===== src/rtl/commit_stream_monitor.sv =====
// commit_stream_monitor
// Retirement monitor that watches the processor commit stream. Checks that
// commits arrive in order, packed from lane 0, with ROB ids wrapping at NO_ROB;
// counts retirements, raises done after NO_INSTR retirements and trips a
// watchdog after TIMEOUT_CYCLES consecutive commit-free cycles.
//
// Ports:
//   clk, rst         clock, synchronous active-high reset
//   enable           start monitoring (sampled in IDLE only)
//   flush            pipeline flush: drop id sync, restart watchdog
//   commit_valid     per-lane commit strobe, lane 0 oldest
//   commit_rob_id    packed lane ids, lane i at [i*ROB_W +: ROB_W]
//   state            0=IDLE 1=RUN 2=DONE 3=FAIL
//   retired_count    instructions retired while in RUN (saturating)
//   expected_rob_id  next id expected on lane 0
//   cycle_count      cycles spent in RUN (saturating)
//   order_error      sticky: lane id mismatch
//   gap_error        sticky: non-contiguous commit mask
//   timeout          sticky: watchdog expired
//   first_err_cycle  cycle_count at the first error
//   done             level, state == DONE
//   done_pulse       one-cycle pulse on entry to DONE
module commit_stream_monitor #(
    parameter int unsigned ISSUE_WIDTH    = 3,
    parameter int unsigned NO_ROB         = 48,
    parameter int unsigned NO_INSTR       = 33,
    parameter int unsigned TIMEOUT_CYCLES = 1024,
    parameter int unsigned ROB_W          = $clog2(NO_ROB)
) (
    input  logic                         clk,
    input  logic                         rst,
    input  logic                         enable,
    input  logic                         flush,
    input  logic [ISSUE_WIDTH-1:0]       commit_valid,
    input  logic [ISSUE_WIDTH*ROB_W-1:0] commit_rob_id,
    output logic [1:0]                   state,
    output logic [31:0]                  retired_count,
    output logic [ROB_W-1:0]             expected_rob_id,
    output logic [31:0]                  cycle_count,
    output logic                         order_error,
    output logic                         gap_error,
    output logic                         timeout,
    output logic [31:0]                  first_err_cycle,
    output logic                         done,
    output logic                         done_pulse
);

    localparam int unsigned CNT_W  = 32;
    localparam int unsigned LANE_W = $clog2(ISSUE_WIDTH + 1);
    localparam int unsigned SUM_W  = ROB_W + LANE_W;
    localparam int unsigned IDLE_W = $clog2(TIMEOUT_CYCLES + 1);

    typedef enum logic [1:0] {
        S_IDLE = 2'd0,
        S_RUN  = 2'd1,
        S_DONE = 2'd2,
        S_FAIL = 2'd3
    } state_t;

    state_t              state_q, state_d;
    logic                synced_q, synced_d;
    logic [IDLE_W-1:0]   idle_q, idle_d;
    logic [CNT_W-1:0]    retired_d, cycle_d, first_err_d;
    logic [ROB_W-1:0]    exp_d;
    logic                order_d, gap_d, timeout_d, done_d, done_pulse_d;

    logic [LANE_W-1:0]   n_valid;
    logic                hole;
    logic                gap_hit;
    logic                ord_hit;
    logic                tmo_hit;
    logic [ROB_W-1:0]    base_id;
    logic [ROB_W-1:0]    next_base;
    logic [CNT_W:0]      retired_sum;
    logic [CNT_W-1:0]    retired_sat;
    logic [CNT_W-1:0]    cycle_sat;
    logic [IDLE_W-1:0]   idle_inc;
    logic                reach_done;

    // (b + k) mod NO_ROB by a single compare-and-subtract; k < NO_ROB
    function automatic logic [ROB_W-1:0] wrap_add(input logic [ROB_W-1:0] b,
                                                  input logic [LANE_W-1:0] k);
        logic [SUM_W-1:0] sum;
        sum = SUM_W'(b) + SUM_W'(k);
        if (sum >= SUM_W'(NO_ROB)) begin
            sum = sum - SUM_W'(NO_ROB);
        end
        return ROB_W'(sum);
    endfunction

    // Per-cycle checks of the commit bundle against the expected id sequence
    always_comb begin
        n_valid = '0;
        hole    = 1'b0;
        gap_hit = 1'b0;
        ord_hit = 1'b0;
        // Unsynced: lane 0 defines the base, so the first commit self-syncs
        base_id = synced_q ? expected_rob_id : commit_rob_id[ROB_W-1:0];
        for (int unsigned i = 0; i < ISSUE_WIDTH; i++) begin
            if (commit_valid[i]) begin
                n_valid = n_valid + LANE_W'(1);
                if (hole) begin
                    gap_hit = 1'b1;
                end
                if (commit_rob_id[i*ROB_W +: ROB_W] != wrap_add(base_id, LANE_W'(i))) begin
                    ord_hit = 1'b1;
                end
            end else begin
                hole = 1'b1;
            end
        end
        next_base   = wrap_add(base_id, n_valid);
        retired_sum = {1'b0, retired_count} + (CNT_W + 1)'(n_valid);
        retired_sat = retired_sum[CNT_W] ? '1 : retired_sum[CNT_W-1:0];
        cycle_sat   = (cycle_count == '1) ? cycle_count : cycle_count + CNT_W'(1);
        idle_inc    = idle_q + IDLE_W'(1);
        // A flush restarts the watchdog, so it cannot expire in that cycle
        tmo_hit     = (n_valid == '0) && !flush && (idle_inc == IDLE_W'(TIMEOUT_CYCLES));
        reach_done  = (retired_sum >= (CNT_W + 1)'(NO_INSTR));
    end

    // Next-state and next-output logic
    always_comb begin
        state_d      = state_q;
        synced_d     = synced_q;
        idle_d       = idle_q;
        retired_d    = retired_count;
        exp_d        = expected_rob_id;
        cycle_d      = cycle_count;
        order_d      = order_error;
        gap_d        = gap_error;
        timeout_d    = timeout;
        first_err_d  = first_err_cycle;
        done_pulse_d = 1'b0;

        case (state_q)
            S_IDLE: begin
                synced_d    = 1'b0;
                idle_d      = '0;
                retired_d   = '0;
                exp_d       = '0;
                cycle_d     = '0;
                order_d     = 1'b0;
                gap_d       = 1'b0;
                timeout_d   = 1'b0;
                first_err_d = '0;
                if (enable) begin
                    state_d = S_RUN;
                end
            end
            S_RUN: begin
                cycle_d = cycle_sat;
                if (gap_hit || ord_hit || tmo_hit) begin
                    // Flags are clear in RUN, so this is always the first error
                    gap_d       = gap_hit;
                    order_d     = ord_hit;
                    timeout_d   = tmo_hit;
                    first_err_d = cycle_count;
                    state_d     = S_FAIL;
                end else if (n_valid != '0) begin
                    retired_d = retired_sat;
                    exp_d     = next_base;
                    synced_d  = 1'b1;
                    idle_d    = '0;
                    if (reach_done) begin
                        state_d      = S_DONE;
                        done_pulse_d = 1'b1;
                    end
                end else begin
                    idle_d = idle_inc;
                end
                // Commit above was checked against the old sync; flush wins after
                if (flush) begin
                    synced_d = 1'b0;
                    idle_d   = '0;
                end
            end
            default: begin
                // DONE and FAIL are absorbing with everything frozen
            end
        endcase

        done_d = (state_d == S_DONE);
    end

    // State and output registers
    always_ff @(posedge clk) begin
        if (rst) begin
            state_q         <= S_IDLE;
            synced_q        <= 1'b0;
            idle_q          <= '0;
            retired_count   <= '0;
            expected_rob_id <= '0;
            cycle_count     <= '0;
            order_error     <= 1'b0;
            gap_error       <= 1'b0;
            timeout         <= 1'b0;
            first_err_cycle <= '0;
            done            <= 1'b0;
            done_pulse      <= 1'b0;
        end else begin
            state_q         <= state_d;
            synced_q        <= synced_d;
            idle_q          <= idle_d;
            retired_count   <= retired_d;
            expected_rob_id <= exp_d;
            cycle_count     <= cycle_d;
            order_error     <= order_d;
            gap_error       <= gap_d;
            timeout         <= timeout_d;
            first_err_cycle <= first_err_d;
            done            <= done_d;
            done_pulse      <= done_pulse_d;
        end
    end

    assign state = state_q;

endmodule


===== config.mk =====
export PLATFORM = sky130hd
export DESIGN_NAME = commit_stream_monitor
export DESIGN_NICKNAME = d
export VERILOG_FILES = /design/src/rtl/commit_stream_monitor.sv
export SDC_FILE = /design/constraint.sdc
export NUM_CORES = 1
export LEC_CHECK = 0
export BUFFER_PORTS_ARGS = -buffer_cell sky130_fd_sc_hd__buf_4
export CORE_MARGIN = 1.5
export CORE_UTILIZATION = 30
export CTS_BUF_LIST = sky130_fd_sc_hd__clkbuf_16
export DETAILED_ROUTE_END_ITERATION = 16
export GPL_TIMING_DRIVEN = 1
export HOLD_SLACK_MARGIN = 0.15
export SLEW_MARGIN = 10
export SYNTH_ARGS = -nofsm -noshare
export SYNTH_HDL_FRONTEND = slang
export SYNTH_SLANG_ARGS = --single-unit

===== constraint.sdc =====
create_clock -name clk -period 5.4 [get_ports clk]
set_input_delay 1.08 -clock clk [delete_from_list [all_inputs] [get_ports clk]]
set_output_delay 1.08 -clock clk [all_outputs]
set_load 0.01 [all_outputs]

**After elaboration in Yosys (flattened, before gate mapping)**

Cells that the tools add are included.

- Input bits: 25
- Output and inout port bits: 109
- Register bits after elaboration: 121

- Eq/ne operators: 13
- Magnitude comparators: 5
- $add $sub $neg: 12
- Bitwise gates (word level): 2
- Reductions and logical operators: 15
- Muxes and demuxes: 53

Operators with widths:

| cell | number |
|---|---|
| $pmux W32 S2 | 3 |
| $mux W32 | 5 |
| $mux W6 | 10 |
| $add A32 B2 Y33 | 1 |
| $ge A33 B6 Y1 const B | 1 |
| $mux W11 | 3 |
| $add A32 B1 Y32 const B | 1 |
| $eq A32 B32 Y1 const B | 1 |
| $sub A6 B6 Y6 const B | 4 |
| $pmux W11 S2 | 1 |
| $ge A7 B6 Y1 const B | 3 |
| $mux W1 | 19 |
| $ne A6 B6 Y1 | 3 |
| $mux W2 | 6 |
| $pmux W6 S2 | 1 |
| $add A11 B1 Y11 const B | 1 |
| $eq A11 B11 Y1 const B | 1 |
| $ne A2 B2 Y1 const B | 4 |
| $pmux W1 S2 | 4 |
| $add A6 B1 Y7 const B | 1 |
| $add A6 B2 Y7 | 1 |
| $add A6 B2 Y7 const B | 1 |
| $ge A6 B6 Y1 const B | 1 |
| $ne A3 B3 Y1 const B | 2 |
| other kinds (13) | 22 |

**Logic depth before layout (Yosys ltp)**

Gate-level depths: netlist of run 1.

- Word-level depth: 16
- Gate-level depth with buffers: 21

**Worst setup path before layout of run 1**

No wires, ideal clock.

- Path kind: input -> register
- Start: in commit_rob_id[1]
- End: reg expected_rob_id[5]
- Path slack: 507 ps
- Setup time: 96 ps
- Cell stages on the path: 17
- Data required time: 5304 ps
- Data arrival time: 4797 ps
- Cells stage by stage: mux2i_1 > inv_1 > ha_1 > clkbuf_1 > nand4b_1 > a21oi_1 > xnor2_1 > ha_1 > nand3b_1 > mux2i_1 > a32o_1 > mux2i_1 > o21ai_1 > a211oi_2 > nor2_4 > or4b_2 > o41ai_2

- Longest elaborated chain between the ends: 15

Ends and longest elaborated chain:

| element | RTL line | source |
|---|---|---|
| start: declaration | 35 | `input logic [ISSUE_WIDTH*ROB_W-1:0] commit_rob_id,` |
| parallel branches: the longest is 15 deep, another holds $add A6 B1 Y7 | n/a |  |
| end signal: assignment | 206 | `expected_rob_id <= exp_d;` |
| end: declaration | 38 | `output logic [ROB_W-1:0] expected_rob_id,` |

Several ways; the timed one is not identified. The select of a mux whose other input is x is not followed.
A chain may end at the register's enable or synchronous reset.

**Worst setup path in the final report of run 1**

- Start: in commit_rob_id[2]
- End: reg retired_count[6]

- Longest elaborated chain between the ends: 15

Ends and longest elaborated chain:

| element | RTL line | source |
|---|---|---|
| parallel branches: the longest is 10 deep, another holds $add A6 B1 Y7 | n/a |  |
| $mux W1 (*) | 100 | `if (commit_valid[i]) begin` |
| $logic_or A1 B1 Y1 (*) (2 in a row) | 153 | `if (gap_hit \|\| ord_hit \|\| tmo_hit) begin` |
| $ne A2 B2 Y1 (no source line) (*) | n/a |  |
| $reduce_and A3 Y1 (no source line) (*) | n/a |  |
| end signal: assignment | 205 | `retired_count <= retired_d;` |
| end: declaration | 37 | `output logic [31:0] retired_count,` |

Mark *: on every way between the ends. The select of a mux whose other input is x is not followed.

==> out/qor.txt, run 1 <==
I/O pins: 134
Chip Width: 162 um
mapped cell area: 7610 um2
Req. time, crit path: 5710 ps
global-route wire length before repair: 36,600 um
post-CTS setup buffers: 0
# diodes: 0
CTS tree: built
Final GP Congestion: 0.863
FP Rows: 58
worst rel slew slack: 0.289
Net Count, Synth: 1,009
Crit Path Category: in2reg
crit path buf inv count: 2
initial antenna violation count: 0
Avg Cell Area, Syn: 7.90 um2
post_cts resized: 0
port buffer count: 133
status: finished, final reports clean
CP Launch Type: input pin
Worst Hold Class: reg2reg
layout cell share with drive strength beyond 1: 0.191
total CTS buffers: 17
Clk pin slew, worst setup/hold paths: 60 ps
Initial Utilization: 0.304
routed vias/inst: 5.29
Place WS: 57.5 ps
Core Footprint: 25,000 um2
Most Frequent Cell on Critical Path: ha_1
gr usage total: 0.173
Final #Nets: 1,114
FF-to-FF setup slack: 640 ps
Critical-path top delay cell: o21a_1
wirelength, routed: 22,500 um
Die Ht: 162 um
Congestion Overflow GR: 0
die area: 26,300 um2
number of global-route vias before repair: 6,873
Worst-Skew Late Latency: 420 ps
hold slack final: 470 ps
final routed DRC violation total: 0
Worst Setup End Kind: register
maximum vdd drop: 0.155 mV
Critical R2R Launch: synced_q$_SDFFE_PP0P_
Layout fillers: 2,601
HPWL Detailed: 16,100 um
Fin Clk Skew: 12.3 ps
measured slew at the worst slew-check pin: 1060 ps
worst hold start: first_err_cycle[1]$_SDFFE_PP0P_
Post-synth EDFFs: 0
RSZ-0062 raised after global routing: no
Initial DRC Count: 522
antenna viol nets, final: 0
crit-path cells: buf_4, mux2i_2, inv_1, ha_1, nand4b_1, and3_1, nor2_1, ha_1, and4b_1, mux2i_1, o211ai_1, a311oi_2, a31o_2, nand4_4, o21a_1, a21o_1, a22o_1
DRT Pass-1 Iters: 6
Cell Area, Placed: 8900 um2
crit-path max cell delay: 520 ps
Final setup viols: 0
Pwr Density: 243 nW/um2
final hold violation count: 0
Max FO, Critical Path: 19
PnR worst setup slack: 456 ps
setup TNS: 0 ps
Top FF cell, synth: dfxtp_1
asr flop ratio synth: 0
final-report max-slew violation count: 0
largest net degree at the start of global routing: 65
root buf cell: clkbuf_16
post-layout min period: 4940 ps
Post-Synthesis Cells: 964
area delta synth->final: 24.3%
delay-heaviest family, CP: compound AO/OA/AOI/OAI gates
Final Cell Area: 9460 um2
sequential-to-total area share from yosys stat: 0.318
H-tree Lvls: 4
final worst path period share: 0.916
crit path DAT: 5250 ps
WL per Instance: 15.9 um
Yosys reg bits: 121
Synth cell types: 79
top achievable clock speed: 202 MHz
Post-CTS Hold Buffers: 0
DR vias: 7,465
YS warnings: 0
Num Clock Sinks: 121
CTS max path bufs: 2
static leakage: 0.00365 uW
Critical path origin: commit_rob_id[2]
maxcap violations: 0
Yosys cell counts, types with 10 or more instances:
cell type,number,area (um2)
nand2_1,64,240
nor2_1,72,270
inv_1,48,180
buf_2,10,50.1
or3_1,11,68.8
o21ai_1,12,60.1
xor2_1,35,307
o22ai_1,16,100
nand2b_1,36,225
and3_1,22,138
nand4_1,25,156
a21o_1,12,90.1
and4_1,11,96.3
mux2i_1,12,120
o21ai_0,57,285
a31oi_1,13,81.3
a21oi_1,34,170
ha_1,18,225
dfxtp_1,121,2420
nor3_1,25,125
xnor2_1,33,289
a22o_1,18,158
nand3_1,75,375
clkbuf_1,44,165
path summary, 6_finish.rpt:
kind | cells past startpoint | end
max | 17 | retired_count[6]$_SDFFE_PP0P_
min reg2reg | 2 | first_err_cycle[1]$_SDFFE_PP0P_
max reg2reg | 16 | retired_count[6]$_SDFFE_PP0P_
min | 2 | first_err_cycle[1]$_SDFFE_PP0P_
kinds of logic (layout without fill, tap and decap cells):
group | count (synthesis) | in the layout | share of synthesized area
compound gates | 238 | 238 | 0.212
fa+ha+maj | 20 | 20 | 0.0348
buf+inv | 114 | 232 | 0.0623
mux | 18 | 18 | 0.0265
xor+xnor | 68 | 68 | 0.0782
simple gates | 385 | 385 | 0.268
flops | 121 | 121 | 0.318
sequential cells by signal, indices dropped and copies added, names as in the netlist, 2 cells and up:
register         cells
state                2
cycle_count         32
retired_count       32
idle_q              11
expected_rob_id      6
first_err_cycle     32
final cells by class:
class,count,area (um2),area share
clock buffer,17,425,0.0449
clock inverter,15,140,0.0148
inverter,49,184,0.0194
multi-input combinational,729,4720,0.499
sequential,121,2420,0.256
tap,330,413,0.0436
timing repair buffer,151,1160,0.122
report_power, final:
group,switching (uW),internal [uW]
logic,176,110
clock network,455,640
registers,15.3,900
metrics by stage:
stage / cells / utilization / power [uW]
global route: 1412 / 0.378 / 2400
global placement: 1380 / 0.355 / 1220
finish: 1412 / 0.378 / 2300
detailed placement: 1380 / 0.355 / 1220
floorplan: 964 / - / 1130
CTS: 1412 / 0.378 / 2320
layout by cell type, fill, tap and decap left out, types with 22 or more instances in the layout:
cell type and n:
nand2_1 64, nor2_1 71, dfxtp_1 121, nand4_1 25, buf_4 149, nand2b_1 36, nand3_1 75, xnor2_1 33
and3_1 22, a21oi_1 34, o21ai_0 57, nor3_1 25, xor2_1 35, inv_1 49
worst min-delay path, stage by stage (launching register included):
cell and delay, ps:
dfxtp_1 310, nand3_1 50, o21ai_0 60
metal layers:
metal  track usage  share of wire  up-vias
met5             0              0        -
met4        0.0438          0.013        0
met2         0.277           0.46      204
met3        0.0480          0.066       23
met1         0.228           0.46     3518
li1              -              -     3720
(Power assumes the default switching activity.)
==> run 2, diff against run 1 <==
Settings changed: REMOVE_ABC_BUFFERS set to 1.
==> run 2 against run 1 <==
Effect of this change:
- combinational power about the same
- via count down 1.3%
- design area is 0.22% lower
- sequential share of layout area up 0.058 points
- non-clock buffer count is 2 lower
- critical endpoint is now done$_SDFF_PP0_
==> out/qor.txt, run 2 (synthesis results as in run 1) <==
status: finished, final reports clean
WHS Path Cells: 2 (unchanged)
final hold violation count: 0 (unchanged)
Worst-Skew Late Latency: 420 ps (about the same)
initial antenna violation count: 0 (unchanged)
FP Rows: 58 (unchanged)
final routed DRC violation total: 0 (unchanged)
top achievable clock speed: 206 MHz (+1.7%)
Final Cell Area: 9440 um2 (-0.22%)
hold slack final: 466 ps (-3.93 ps)
Layout fillers: 2,622 (+0.81%)
Chip Width: 162 um (unchanged)
RSZ-0062 raised after global routing: no
crit-path cells: buf_4, inv_1, ha_1, xor2_1, ha_1, inv_1, fa_1, and3b_1, nand2b_1, nor4_1, buf_4, nand4_1, a2111o_1, nor4_1, a311oi_1, nand2_1, a21oi_1
Max FO, Critical Path: 6 (-13)
post_cts resized: 0 (unchanged)
WL per Instance: 15.7 um (-1.3%)
static leakage: 0.00364 uW (-0.30%)
Worst Setup End Kind: register
Num Clock Sinks: 121 (unchanged)
CP Launch Type: input pin
FF-to-FF setup slack: 570 ps (-70 ps)
routed vias/inst: 5.22 (-1.2%)
Cell Area, Placed: 8890 um2 (about the same)
maximum vdd drop: 0.187 mV (+21%)
commonest non-fill, non-tap cell in the layout: buf_4
gr usage total: 0.168 (-0.00507)
Final GP Congestion: 0.835 (-3.2%)
measured slew at the worst slew-check pin: 999 ps (-58.2 ps)
Crit Path Category: in2reg
post-CTS setup buffers: 0 (unchanged)
# diodes: 0 (unchanged)
Core Footprint: 25,000 um2 (unchanged)
final worst path period share: 0.900 (-0.0153)
maxcap violations: 0 (unchanged)
Pwr Density: 241 nW/um2 (-0.57%)
final core utilization: 0.377 (-0.000850)
die area: 26,300 um2 (unchanged)
Reg area: 2420 um2 (unchanged)
global-route wire length before repair: 35,300 um (-3.4%)
crit-path max cell delay: 450 ps (-70 ps)
port buffer count: 133 (unchanged)
total CTS buffers: 17 (unchanged)
Critical-path top delay cell: fa_1
HPWL Detailed: 16,000 um (-0.71%)
commonest cells after routing, fill and taps aside: buf_4, dfxtp_1, nand3_1, nor2_1, nand2_1
placed insts: 1,378 (-0.14%)
RR Endpoint: retired_count[18]$_SDFFE_PP0P_
CTS tree: built
Initial DRC Count: 482 (-7.7%)
antenna viol nets, final: 0 (unchanged)
Final #Nets: 1,112 (-0.18%)
Final setup viols: 0 (unchanged)
Req. time, crit path: 5690 ps (-20 ps)
Hold Path End: retired_count[0]$_SDFFE_PP0P_
DR vias: 7,366 (-1.3%)
Clk pin slew, worst setup/hold paths: 60 ps (about the same)
H-tree Lvls: 4 (unchanged)
final-report max-slew violation count: 0 (unchanged)
crit path DAT: 5150 ps (-100 ps)
Congestion Overflow GR: 0 (unchanged)
root buf cell: clkbuf_16
Die Ht: 162 um (unchanged)
biggest registers after layout: cycle_count (32), first_err_cycle (32), retired_count (32)
layout cell share with drive strength beyond 1: 0.188 (-0.00335)
number of global-route vias before repair: 6,661 (-3.1%)
setup TNS: 0 ps (unchanged)
Fin Clk Skew: 7.25 ps (-5.01 ps)
FF-to-FF path depth: 14 (-2)
DRT Pass-1 Iters: 5 (-1)
post-layout min period: 4860 ps (-82.5 ps)
Post-CTS Hold Buffers: 0 (unchanged)
Worst Hold Class: reg2reg
largest net degree at the start of global routing: 65 (unchanged)
Final Instance Count excl. Fillers: 1,410 (-0.14%)
worst rel slew slack: 0.329 (+0.0392)
Initial Utilization: 0.304 (unchanged)
Critical R2R Launch: synced_q$_SDFFE_PP0P_
CTS max path bufs: 2 (unchanged)
area of the multi-input gates: 4730 um2 (+0.16%)
wirelength, routed: 22,100 um (-1.5%)
area delta synth->final: 24.0%
worst hold start: retired_count[0]$_SDFFE_PP0P_
I/O pins: 134 (unchanged)
-- run 2: changes by cell type in the layout (fill, tap and decap cells not counted) --
cell	change
inv_6	-2
clkinvlp_4	-3
nor2_4	+1
buf_4	-2
clkinv_4	+3
clkinv_1	+4
inv_8	-1
inv_1	-1
nor2_2	-1
nand2b_2	+1
nand2b_1	-1
-- run 2: worst max-delay path, delay by kind of cell --
| family | cells | cell delay, ps |
|---|---|---|
| and+or+nand+nor | 6 | 1440 |
| AOI/OAI and AO/OA | 3 | 730 |
| adders and majority gates | 3 | 1090 |
| buffers and inverters | 4 | 440 |
| xor gates and xnor gates | 1 | 370 |
-- run 2: worst max-delay path by stage --
stage	from	to	slack, ps
2_1_floorplan	commit_rob_id[1]	expected_rob_id[3]$_SDFFE_PP0P_	490
3_3_place_gp	commit_valid[1]	done$_SDFF_PP0_	200
3_5_place_dp	commit_rob_id[1]	retired_count[18]$_SDFFE_PP0P_	190
4_1_cts	synced_q$_SDFFE_PP0P_	retired_count[18]$_SDFFE_PP0P_	610
5_1_grt	synced_q$_SDFFE_PP0P_	retired_count[25]$_SDFFE_PP0P_	270
6_report	commit_valid[1]	done$_SDFF_PP0_	540
-- run 2: final cells by class --
type / count / share of cell area
Clock buffer: 17 / 0.0451
Clock inverter: 15 / 0.0134
Inverter: 49 / 0.0195
Multi-Input combinational cell: 729 / 0.501
Sequential cell: 121 / 0.257
Tap cell: 330 / 0.0437
Timing Repair Buffer: 149 / 0.121
-- run 2: power by group --
group          internal [uW]  total (uW)  switching (uW)
Sequential               900         916            16.2
Combinational            109         284             176
Clock                    631        1080             446
-- run 2: metal layers --
metal / vias to the layer above / track usage / part of all wire
met5: - / 0 / 0
met4: 0 / 0.0555 / 0.016
met3: 29 / 0.0248 / 0.037
met2: 167 / 0.269 / 0.46
met1: 3450 / 0.229 / 0.49
li1: 3720 / - / -
-- run 2: stage by stage --
| stage | setup slack [ps] | power [uW] |
|---|---|---|
| 2_1_floorplan | 487 | 1110 |
| 3_3_place_gp | 200 | 1220 |
| 3_5_place_dp | 187 | 1220 |
| 4_1_cts | 611 | 2300 |
| 5_1_grt | 270 | 2370 |
| 6_report | 538 | 2280 |
==> run 3, diff against run 2 <==
Settings changed: CORE_UTILIZATION 30 to 57, PLACE_DENSITY set to 0.81.
==> run 3 against run 2 <==
Effect of this change:
- critical path depth is 1 lower
- maximum frequency is 4.9% lower
- via count is 3.3% higher
- total power is 4.5% higher
- first-iteration DRC count is 24% higher
- design area is 1.7% lower
- hold slack better by 0.79 ps
- count of clock-buffer cells in the layout stayed put
- cell count is 11% lower
- non-clock buffer count is 3 lower
- global-route usage is 13 points higher
- critical path type is now reg2reg
- largest cell class unchanged
==> out/qor.txt, run 3 (synthesis results as in run 1) <==
status: finished, final reports clean
port buffer count: 133 (unchanged)
post-CTS setup buffers: 0 (unchanged)
worst rel slew slack: 0.393 (+0.0646)
measured slew at the worst slew-check pin: 903 ps (-96.1 ps)
final routed DRC violation total: 0 (unchanged)
Worst Hold Class: reg2reg
wirelength, routed: 20,600 um (-6.9%)
Worst-Skew Late Latency: 420 ps (about the same)
static leakage: 0.00366 uW (+0.57%)
layout cell share with drive strength beyond 1: 0.188 (-0.000405)
Max FO, Critical Path: 20 (+14)
Fin Clk Skew: 7.12 ps (-0.123 ps)
HPWL Detailed: 14,200 um (-11%)
Worst Setup End Kind: register
biggest registers after layout: cycle_count (32), first_err_cycle (32), retired_count (32)
Layout fillers: 1,073 (-59%)
FF-to-FF path depth: 16 (+2)
H-tree Lvls: 4 (unchanged)
Initial DRC Count: 600 (+24%)
DR vias: 7,610 (+3.3%)
Core Footprint: 13,100 um2 (-48%)
WL per Instance: 16.5 um (+4.8%)
Crit Path Category: reg2reg
Initial Utilization: 0.580 (+0.275)
antenna viol nets, final: 0 (unchanged)
routed vias/inst: 6.07 (+16%)
post_cts resized: 0 (unchanged)
die area: 14,100 um2 (-47%)
critical path endpoint: retired_count[18]$_SDFFE_PP0P_
final worst path period share: 0.947 (+0.0466)
number of global-route vias before repair: 6,836 (+2.6%)
RSZ-0062 raised after global routing: no
Req. time, crit path: 5710 ps (+20 ps)
GR peak layer: met2
FP Rows: 42 (-28%)
area delta synth->final: 21.9%
Final GP Congestion: 0.927 (+11%)
root buf cell: clkbuf_16
Final setup viols: 0 (unchanged)
Die Ht: 119 um (-27%)
maxcap violations: 0 (unchanged)
global-route wire length before repair: 33,800 um (-4.4%)
I/O pins: 134 (unchanged)
Final Instance Count excl. Fillers: 1,253 (-11%)
Critical R2R Launch: synced_q$_SDFFE_PP0P_
grt met2 use: 0.481 (+0.212)
M3 GR Usage: 0.0584 (+0.0336)
met1 global-route usage: 0.388 (+0.159)
Final #Nets: 1,109 (-0.27%)
Clk pin slew, worst setup/hold paths: 60 ps (about the same)
CTS max path bufs: 2 (unchanged)
Place WS: 105 ps (-81.7 ps)
commonest non-fill, non-tap cell in the layout: buf_4
PnR worst setup slack: 286 ps (-252 ps)
gr usage total: 0.294 (+0.127)
top achievable clock speed: 196 MHz (-4.9%)
DRT Pass-1 Iters: 5 (unchanged)
total CTS buffers: 17 (unchanged)
Pwr Density: 256 nW/um2 (+6.3%)
largest net degree at the start of global routing: 65 (unchanged)
# diodes: 0 (unchanged)
maximum vdd drop: 0.191 mV (+2.0%)
crit path DAT: 5430 ps (+280 ps)
commonest cells after routing, fill and taps aside: buf_4, dfxtp_1, nand3_1, nor2_1, nand2_1
Post-CTS Hold Buffers: 0 (unchanged)
Chip Width: 119 um (-27%)
final hold violation count: 0 (unchanged)
Congestion Overflow GR: 0 (unchanged)
post-layout min period: 5110 ps (+252 ps)
CP Launch Type: register
setup TNS: 0 ps (unchanged)
Num Clock Sinks: 121 (unchanged)
FF-to-FF setup slack: 290 ps (-280 ps)
final-report max-slew violation count: 0 (unchanged)
CTS tree: built
initial antenna violation count: 0 (unchanged)
RR Endpoint: retired_count[18]$_SDFFE_PP0P_
Critical path origin: synced_q$_SDFFE_PP0P_
placed insts: 1,221 (-11%)
## run 3: cell types whose count changed in the layout (fill, tap and decap cells not counted)
cell        delta
nor2_2         +1
clkinv_1       -4
nand2b_2       -1
nor2_4         -1
clkinvlp_4     -1
clkinv_2       -1
bufinv_16      +2
buf_4          -3
inv_1          +1
inv_6          +2
nand2b_1       +1
inv_8          +1
## run 3: cell type report
cell class | count | area, um2 | area share
timing repair buffer | 146 | 1120 | 0.121
multi-input combinational | 729 | 4720 | 0.508
clock inverter | 15 | 191 | 0.0206
clock buffer | 17 | 425 | 0.0458
tap | 176 | 220 | 0.0237
sequential | 121 | 2420 | 0.261
inverter | 49 | 184 | 0.0198
## run 3: worst min path at each step
stage,start,end,slack (ps),cells after the start
4_1_cts,gap_error$_SDFFE_PP0P_,gap_error$_SDFFE_PP0P_,470,1
5_1_grt,gap_error$_SDFFE_PP0P_,gap_error$_SDFFE_PP0P_,480,1
2_1_floorplan,idle_q[1]$_SDFFE_PP0P_,idle_q[1]$_SDFFE_PP0P_,480,2
6_report,retired_count[0]$_SDFFE_PP0P_,retired_count[0]$_SDFFE_PP0P_,470,2
3_3_place_gp,gap_error$_SDFFE_PP0P_,gap_error$_SDFFE_PP0P_,450,1
3_5_place_dp,gap_error$_SDFFE_PP0P_,gap_error$_SDFFE_PP0P_,450,1
## run 3: critical path, cell delays in order (launching register included)
cell,delay (ps)
dfxtp_1,780
mux2i_2,540
inv_1,90
ha_1,300
nand4b_1,180
and3_1,240
nor2_1,70
ha_1,190
and4b_1,170
mux2i_1,370
o211ai_1,220
a311oi_2,330
a31o_2,290
nand4_4,170
o21a_1,530
a21o_1,280
a22o_1,240
## run 3: report_power, final
group,total [uW],switching [uW],internal (uW),leakage [uW]
combinational,279,170,108,0.00239
sequential,915,14.7,900,0.000976
clock,1190,451,736,0.000303
## run 3: routing by layer
metal  vias to the layer above  part of all wire
met2                       305              0.47
li1                       3711                 -
met3                        47             0.069
met1                      3547              0.44
met4                         0             0.023
met5                         -                 0
## run 3: through the flow
stage / hold slack, ps / util / total power [uW] / cell area (um2)
CTS: 466 / 0.707 / 2380 / 9290
detailed placement: 453 / 0.660 / 1210 / 8670
floorplan: 478 / - / 1110 / 7320
finish: 466 / 0.707 / 2380 / 9290
global route: 479 / 0.707 / 2460 / 9290
global placement: 451 / 0.660 / 1200 / 8670
